File: config.mk
export PLATFORM = sky130hd
export DESIGN_NAME = rx_bit_engine_flat
export DESIGN_NICKNAME = d
export VERILOG_FILES = /design/src/rtl/rx_bit_engine_if.sv /design/src/rtl/rx_bit_engine.sv /design/src/flat_wrapper.sv
export SDC_FILE = /design/constraint.sdc
export NUM_CORES = 1
export LEC_CHECK = 0
export CELL_PAD_IN_SITES_DETAIL_PLACEMENT = 0
export CELL_PAD_IN_SITES_GLOBAL_PLACEMENT = 1
export CORE_MARGIN = 4
export CORE_UTILIZATION = 41
export DETAILED_ROUTE_END_ITERATION = 10
export GPL_TIMING_DRIVEN = 0
export PLACE_DENSITY_LB_ADDON = 0.1
export RECOVER_POWER = 25
export SLEW_MARGIN = 20
export SYNTH_ARGS = -nofsm -noshare
export SYNTH_HDL_FRONTEND = slang
export SYNTH_SLANG_ARGS = --single-unit
File: constraint.sdc
create_clock -name clk -period 2.4 [get_ports clk]
set_input_delay 0.48 -clock clk [delete_from_list [all_inputs] [get_ports clk]]
set_output_delay 0.48 -clock clk [all_outputs]
set_load 0.02 [all_outputs]
File: src/rtl/rx_bit_engine_if.sv
// rx_bit_engine_if: receive state machine and host signals of the receive bit engine
interface rx_bit_engine_if #(parameter int CNT_W = 20);
  logic RX, START, DOIT, EIGHT, PEN, OHEL, READ;
  logic [CNT_W-1:0] BAUD_K;
  logic BTU, DONE, RX_RDY, PERR, FERR, OVF;
  logic [7:0] RX_DATA;
  modport master (
    output RX, START, DOIT, BAUD_K, EIGHT, PEN, OHEL, READ,
    input  BTU, DONE, RX_DATA, RX_RDY, PERR, FERR, OVF
  );
  modport slave (
    input  RX, START, DOIT, BAUD_K, EIGHT, PEN, OHEL, READ,
    output BTU, DONE, RX_DATA, RX_RDY, PERR, FERR, OVF
  );
endinterface

File: src/rtl/rx_bit_engine.sv
// rx_bit_engine: bit timing, sampling, frame decode and sticky status for a UART receiver
module rx_bit_engine #(parameter int CNT_W = 20) (
  input logic clk,
  input logic reset,
  rx_bit_engine_if.slave bus
);
  logic [CNT_W-1:0] k_q, k_d, bt_cnt_q, bt_cnt_d, limit;
  logic eight_q, eight_d, pen_q, pen_d, ohel_q, ohel_d;
  logic [3:0] bit_cnt_q, bit_cnt_d, n;
  logic [10:0] sh_q, sh_d, frame;
  logic [7:0] data_q, data_d, dbits;
  logic rdy_q, rdy_d, perr_q, perr_d, ferr_q, ferr_d, ovf_q, ovf_d;
  logic btu, done, adv, perr_new, ferr_new, keep;
  always_comb begin
    limit = bus.START ? k_q >> 1 : k_q;
    btu = bus.DOIT & (bt_cnt_q == limit);
    n = (eight_q ? 4'd10 : 4'd9) + {3'd0, pen_q};
    done = bus.DOIT & (bit_cnt_q == n);
    adv = btu & ~done;
    // oldest sample sits at bit 11-n after n shifts; realign so start is bit 0
    frame = sh_q >> (4'd11 - n);
    dbits = eight_q ? frame[8:1] : {1'b0, frame[7:1]};
    perr_new = pen_q & ((^dbits ^ frame[n - 4'd2]) != ohel_q);
    ferr_new = ~frame[n - 4'd1];
    keep = ~bus.READ;
    {k_d, eight_d, pen_d, ohel_d} = bus.DOIT ? {k_q, eight_q, pen_q, ohel_q}
                                             : {bus.BAUD_K, bus.EIGHT, bus.PEN, bus.OHEL};
    bt_cnt_d = (~bus.DOIT | btu) ? '0 : bt_cnt_q + CNT_W'(1);
    bit_cnt_d = ~bus.DOIT ? 4'd0 : bit_cnt_q + {3'd0, adv};
    sh_d = adv ? {bus.RX, sh_q[10:1]} : sh_q;
    data_d = done ? dbits : data_q;
    rdy_d = done | (rdy_q & keep);
    perr_d = (done & perr_new) | (perr_q & keep);
    ferr_d = (done & ferr_new) | (ferr_q & keep);
    ovf_d = (ovf_q | (done & rdy_q)) & keep;
  end
  always_ff @(posedge clk or negedge reset) begin
    if (!reset) begin
      {k_q, eight_q, pen_q, ohel_q} <= '0;
      bt_cnt_q <= '0;
      bit_cnt_q <= 4'd0;
      sh_q <= 11'h7FF;
      data_q <= 8'h00;
      {rdy_q, perr_q, ferr_q, ovf_q} <= 4'b0;
    end else begin
      {k_q, eight_q, pen_q, ohel_q} <= {k_d, eight_d, pen_d, ohel_d};
      bt_cnt_q <= bt_cnt_d;
      bit_cnt_q <= bit_cnt_d;
      sh_q <= sh_d;
      data_q <= data_d;
      {rdy_q, perr_q, ferr_q, ovf_q} <= {rdy_d, perr_d, ferr_d, ovf_d};
    end
  end
  assign bus.BTU = btu;
  assign bus.DONE = done;
  assign bus.RX_DATA = data_q;
  assign bus.RX_RDY = rdy_q;
  assign bus.PERR = perr_q;
  assign bus.FERR = ferr_q;
  assign bus.OVF = ovf_q;
endmodule

File: src/flat_wrapper.sv
// flat-port wrapper written by rule: the top's interface ports become plain ports
module rx_bit_engine_flat 
#(parameter int CNT_W = 20)
  (clk, reset, bus_RX, bus_START, bus_DOIT, bus_BAUD_K, bus_EIGHT, bus_PEN, bus_OHEL, bus_READ, bus_BTU, bus_DONE, bus_RX_DATA, bus_RX_RDY, bus_PERR, bus_FERR, bus_OVF);
  rx_bit_engine_if #(.CNT_W(CNT_W)) bus_i ();
  input logic clk;
  input logic reset;
  input wire logic [$bits(bus_i.RX)-1:0] bus_RX;
  input wire logic [$bits(bus_i.START)-1:0] bus_START;
  input wire logic [$bits(bus_i.DOIT)-1:0] bus_DOIT;
  input wire logic [$bits(bus_i.BAUD_K)-1:0] bus_BAUD_K;
  input wire logic [$bits(bus_i.EIGHT)-1:0] bus_EIGHT;
  input wire logic [$bits(bus_i.PEN)-1:0] bus_PEN;
  input wire logic [$bits(bus_i.OHEL)-1:0] bus_OHEL;
  input wire logic [$bits(bus_i.READ)-1:0] bus_READ;
  output wire logic [$bits(bus_i.BTU)-1:0] bus_BTU;
  output wire logic [$bits(bus_i.DONE)-1:0] bus_DONE;
  output wire logic [$bits(bus_i.RX_DATA)-1:0] bus_RX_DATA;
  output wire logic [$bits(bus_i.RX_RDY)-1:0] bus_RX_RDY;
  output wire logic [$bits(bus_i.PERR)-1:0] bus_PERR;
  output wire logic [$bits(bus_i.FERR)-1:0] bus_FERR;
  output wire logic [$bits(bus_i.OVF)-1:0] bus_OVF;
  assign bus_i.RX = bus_RX;
  assign bus_i.START = bus_START;
  assign bus_i.DOIT = bus_DOIT;
  assign bus_i.BAUD_K = bus_BAUD_K;
  assign bus_i.EIGHT = bus_EIGHT;
  assign bus_i.PEN = bus_PEN;
  assign bus_i.OHEL = bus_OHEL;
  assign bus_i.READ = bus_READ;
  assign bus_BTU = bus_i.BTU;
  assign bus_DONE = bus_i.DONE;
  assign bus_RX_DATA = bus_i.RX_DATA;
  assign bus_RX_RDY = bus_i.RX_RDY;
  assign bus_PERR = bus_i.PERR;
  assign bus_FERR = bus_i.FERR;
  assign bus_OVF = bus_i.OVF;
  rx_bit_engine #(.CNT_W(CNT_W)) u_core (.clk(clk), .reset(reset), .bus(bus_i));
endmodule
[After elaboration in Yosys (flattened, before gate mapping)]
Cells that the tools add are included.
Operators by class
  add/sub/neg operators: 6
  multipliers: 0
  div/mod/pow operators: 0
  $lt $le $gt $ge: 2
  equal/unequal tests: 3
  shift-type cells: 1
  muxes and demuxes: 9
  bitwise gates (word level): 21
  reductions and logical operators: 1
Operators by type and width (count)
  $mux 20: 2
  $add 20x1->20 const B: 1
  $eq 20x20->1: 1
  $and 1x1->1: 11
  $shr 11x4->11: 1
  $lt 4x5->1 const B: 2
  $add 4x1->4: 2
  $bmux 1 s4: 2
  $mux 8: 1
  $reduce_xor 8->1: 1
  $or 1x1->1: 5
  $eq 4x4->1: 1
  $mux 4: 1
  $not 1->1: 4
  $sub 4x1->4 const B: 1
  $sub 4x2->4 const B: 1
  $sub 4x4->4 const A: 1
  $mux 1: 2
  $mux 2: 1
  $ne 1x1->1: 1
  $xor 1x1->1: 1
Storage, ports and cells
  register bits: 70
  bits in latches: 0
  bits in writable memories: 0
  memory bits (read-only): 0
  input bits: 29
  output and inout bits: 14
  logic and storage cells: 55
  memories: 0

[Longest topological paths before layout]
  depth in word-level cells: 11
  mapped depth: 12
  depth with buffers taken out: 10

[Worst setup path before layout]
OpenSTA, ideal clock, no wires.
  path type: input to register
  start point: input bus_START
  end point: register u_core.bit_cnt_q[1]
  library setup time: 119 ps
  arrival: 3301 ps
  required time: 2281 ps
  slack: -1020 ps
  stages: 11
  path buffers: 2
  cell sequence: buf_6 buf_2 mux2i_1 xor2_1 nand4_1 or3b_1 a2111oi_1 and2_1 ha_1 ha_1 and2_1
On the way
  cells in the longest elaborated chain, start to end: 6
Ends and longest elaborated chain
  from (decl): line flat_wrapper.sv:9  | input wire logic [$bits(bus_i.START)-1:0] bus_START;
  $mux 20: line rx_bit_engine.sv:15  | limit = bus.START ? k_q >> 1 : k_q;
  $eq 20x20->1: line rx_bit_engine.sv:16  | btu = bus.DOIT & (bt_cnt_q == limit);
  $and 1x1->1: line rx_bit_engine.sv:16
  named net bus_BTU: line flat_wrapper.sv:16  | output wire logic [$bits(bus_i.BTU)-1:0] bus_BTU;
  $and 1x1->1: line rx_bit_engine.sv:19  | adv = btu & ~done;
  named net u_core.adv: line rx_bit_engine.sv:13  | logic btu, done, adv, perr_new, ferr_new, keep;
  $add 4x1->4: line rx_bit_engine.sv:29  | bit_cnt_d = ~bus.DOIT ? 4'd0 : bit_cnt_q + {3'd0, adv};
  $mux 4: line rx_bit_engine.sv:29
  named net u_core.bit_cnt_d[1]: line rx_bit_engine.sv:9  | logic [3:0] bit_cnt_q, bit_cnt_d, n;
  to (signal assigned): line rx_bit_engine.sv:48  | bit_cnt_q <= bit_cnt_d;
  to (decl): line rx_bit_engine.sv:9
The timed path passes the listed nets, and every way through them passes these cells.
A chain may end at the register's enable or synchronous reset.

[Worst setup path in the final report]
  start point: register u_core.bt_cnt_q[4]
  end point: output bus_BTU
On the way
  cells in the longest elaborated chain, start to end: 2
Ends and longest elaborated chain
  from (decl): line rx_bit_engine.sv:7  | logic [CNT_W-1:0] k_q, k_d, bt_cnt_q, bt_cnt_d, limit;
  from (signal assigned): line rx_bit_engine.sv:47  | bt_cnt_q <= bt_cnt_d;
  $eq 20x20->1: line rx_bit_engine.sv:16
  $and 1x1->1: line rx_bit_engine.sv:16
  to (decl): line flat_wrapper.sv:16
No other way between the ends.

==> metrics.txt <==
status finished with violations; violated checks setup timing; path depth of the worst reg2reg path 10; # fillers 848; PortBufs 40; P per Cell Area 550 nW/um^2; CP arrival ~2.2 ns; routed wire length 9360 um; f_max 367 MHz; Crit path required time roughly 1.9 ns; total global routing overflow 0; H-tree depth 3; Synth area leaders dfrtp_1 (37%), mux2_2 (7.7%), dfstp_2 (6.7%); vias in the first global route about 2,900; Starting Density 42.3%; WS Path Type reg -> out; commonest non-fill, non-tap cell in the layout dfrtp_1; Mean Syn Cell Area around 11 um^2; number of vias per cell 5.12; DRC 0; fin cells 568; Worst Setup End Kind output port; DIE AREA 11,300 um^2; row cnt 35; fin worst setup slack -0.325 ns; most used flip-flop cell after synthesis dfrtp_1; Layout Nets 470; TritonCTS Sinks 69; Setup-failing EPs final 4; antenna violations before repair 0; leading area contributor after synthesis dfrtp_1; fin crit share 114%; crit path cell chain mux2i_1 -> xor2_1 -> nand4_1 -> or3b_4 -> a2111oi_4 -> buf_4; synth warn 0; routability cong. 0.828; Buf/Inv on CP 1; CP max-delay cell dfrtp_2; met1 wire length 5020 um; GRT Util Overall 17.6%; first-pass GRT wire length approximately 16,000 um; worst rel slew slack 8.49%; via count slightly below 3,000; register-to-register path setup slack -0.15 ns; ant diodes 0; routed wl met3 430 um; VDD IR max 0.000430 V; io pins 43; Netlist cell types 52; WL/cell 16.5 um; DP Cell Count approximately 540; RSZ-0062 raised after global routing true; clk_skew 0.0116 ns; area occupied by multi-input gates 2230 um^2; CTS buffer count 9; Routed met2 length between 3000 and 4000 um; Area Overhead vs Synth 29.1%; post-layout minimum cycle time ~2.7 ns; Routed Antenna Nets 0; hold crit path type in -> async; CTS tree yes; CP max stage delay around 0.45 ns; Die Y-Extent 106 um; die width approximately 110 um; DRT Pass-1 Iters 4; CTS Root Buffer Type clkbuf_8; dpl hpwl 6690 um; net count after synthesis 405; commonest cells after routing, fill and taps aside dfrtp_1 (53), clkdlybuf4s50_1 (37), nor2_1 (32); Synth Cell Area 3950 um^2; Critical Path Start Type flip-flop; Post-CTS Hold Buffers 0; cell family with most CP delay simple AND/OR/NAND/NOR gates; core area a little over 9000 um^2; top sig layer met4; Leak approximately 2.2 nW; Clock Latency Late Sink between 0.3 and 0.4 ns; setup_tns -0.753 ns; Worst-Margin Slew 1.37 ns; max-cap viol count 0; CP Max Fanout 5; EDFF count, synth 0; Detailed Route Iter0 Violations 123; reg2reg end u_core.bit_cnt_q[1]; fin. max-slew vios 0; Synth Register Bits 69; Worst-path clk slew 0.08 ns; Clock Path Buffers 2; async set-or-reset flop fraction in the synthesized netlist between 90% and 100%; Hold Fails Final Rpt 0; share of cells above drive strength 1 28.7%; post-synth top area share 37.4%; pin count of the biggest net entering global routing 45; FF-to-FF Start u_core.bt_cnt_q[4]; sequential area share after synthesis 44.1%; Mapped Cells 369; Reg area 1750 um^2
==> per-stage QoR <==
stage / power, mW / setup slack, ns / area, um^2 / util [%] / hold slack, ns
final: 2.80 / -0.325 / 5100 / 54.6 / 0.419
after global routing: 2.93 / -0.478 / 5100 / 54.6 / 0.516
after CTS: 2.81 / -0.355 / 4980 / 53.4 / 0.0360
after detailed placement: 1.67 / -0.952 / 4630 / 49.6 / 0.425
after global placement: 1.66 / -1.50 / 4600 / 49.3 / 0.469
after floorplan: 1.53 / -0.519 / 4040 / - / 0.184
==> final cells by class <==
type	count	share of cell area [%]
Buffer	14	2.58
Clock buffer	11	2.77
Clock inverter	5	1.64
Inverter	15	1.25
Multi-Input combinational cell	269	43.8
Sequential cell	69	34.3
Tap cell	129	3.17
Timing Repair Buffer	56	10.5
==> routing by layer <==
metal  global-route usage [%]  vias up
met4                     5.92        0
met3                     3.89       13
li1                         -     1419
met2                     23.9       57
met1                     27.3     1417
met5                        0        -
==> cell usage after synthesis (all sizes together) (2+ instances only) <==
master and instances:
a2111oi 2, a211oi 3, a21o 2, a21oi 7, a221oi 2, a22oi 2, and2 4, and3 6
buf 9, clkbuf 7, dfrtp 59, dfstp 10, ha 7, inv 15, mux2 39, mux2i 24
nand2 24, nand2b 9, nand3 10, nand4 5, nor2 32, nor2b 9, nor3 5, o2111ai 2
o21ai 6, o22ai 5, o2bb2ai 2, o31ai 5, or3b 2, or4 2, xnor2 18, xor2 24
==> power by group <==
part	switching [mW]	internal, mW	leakage (nW)
sequential	0.0558	1.21	0.864
clock	0.478	0.616	0.106
combinational	0.203	0.244	1.21
total	0.737	2.07	2.18
==> kinds of logic (layout without fill, tap and decap cells) <==
kind of cell	after synthesis	in the layout	synth area share, %
compound gates	45	45	8.27
xor+xnor	43	43	9.89
fa+ha+maj	7	7	2.22
buf+inv	31	101	3.45
flops	69	69	44.1
mux	63	63	18.1
simple gates	111	111	14.0
==> worst max-delay path by stage <==
| stage | start | to | slack (ns) | cells after the start |
|---|---|---|---|---|
| 3_5_place_dp | bus_START | bus_BTU | -0.95 | 8 |
| 5_1_grt | u_core.k_q[18] | bus_BTU | -0.48 | 6 |
| 2_1_floorplan | bus_START | u_core.bit_cnt_q[1] | -0.52 | 11 |
| 4_1_cts | u_core.k_q[18] | bus_BTU | -0.36 | 6 |
| 6_report | u_core.bt_cnt_q[4] | bus_BTU | -0.32 | 6 |
| 3_3_place_gp | reset | u_core.bus.RX_DATA[5] | -1.50 | 1 |
==> state kept, by name, indices dropped and copies added, names as in the netlist <==
name	count
u_core.pen_q	1
u_core.bt_cnt_q	20
u_core.ohel_q	1
u_core.bus.OVF	1
u_core.k_q	20
u_core.bit_cnt_q	4
u_core.bus.RX_DATA	8
u_core.sh_q	10
u_core.eight_q	1
u_core.bus.PERR	1
u_core.bus.FERR	1
u_core.bus.RX_RDY	1
==> what timing repair did <==
item,4_1_cts,5_1_grt
pin swaps,14,15
setup endpoints to repair,30,27
buffers inserted,9,6
gates resized for setup,34,24
Note: power is estimated with default switching activity, not from simulation.
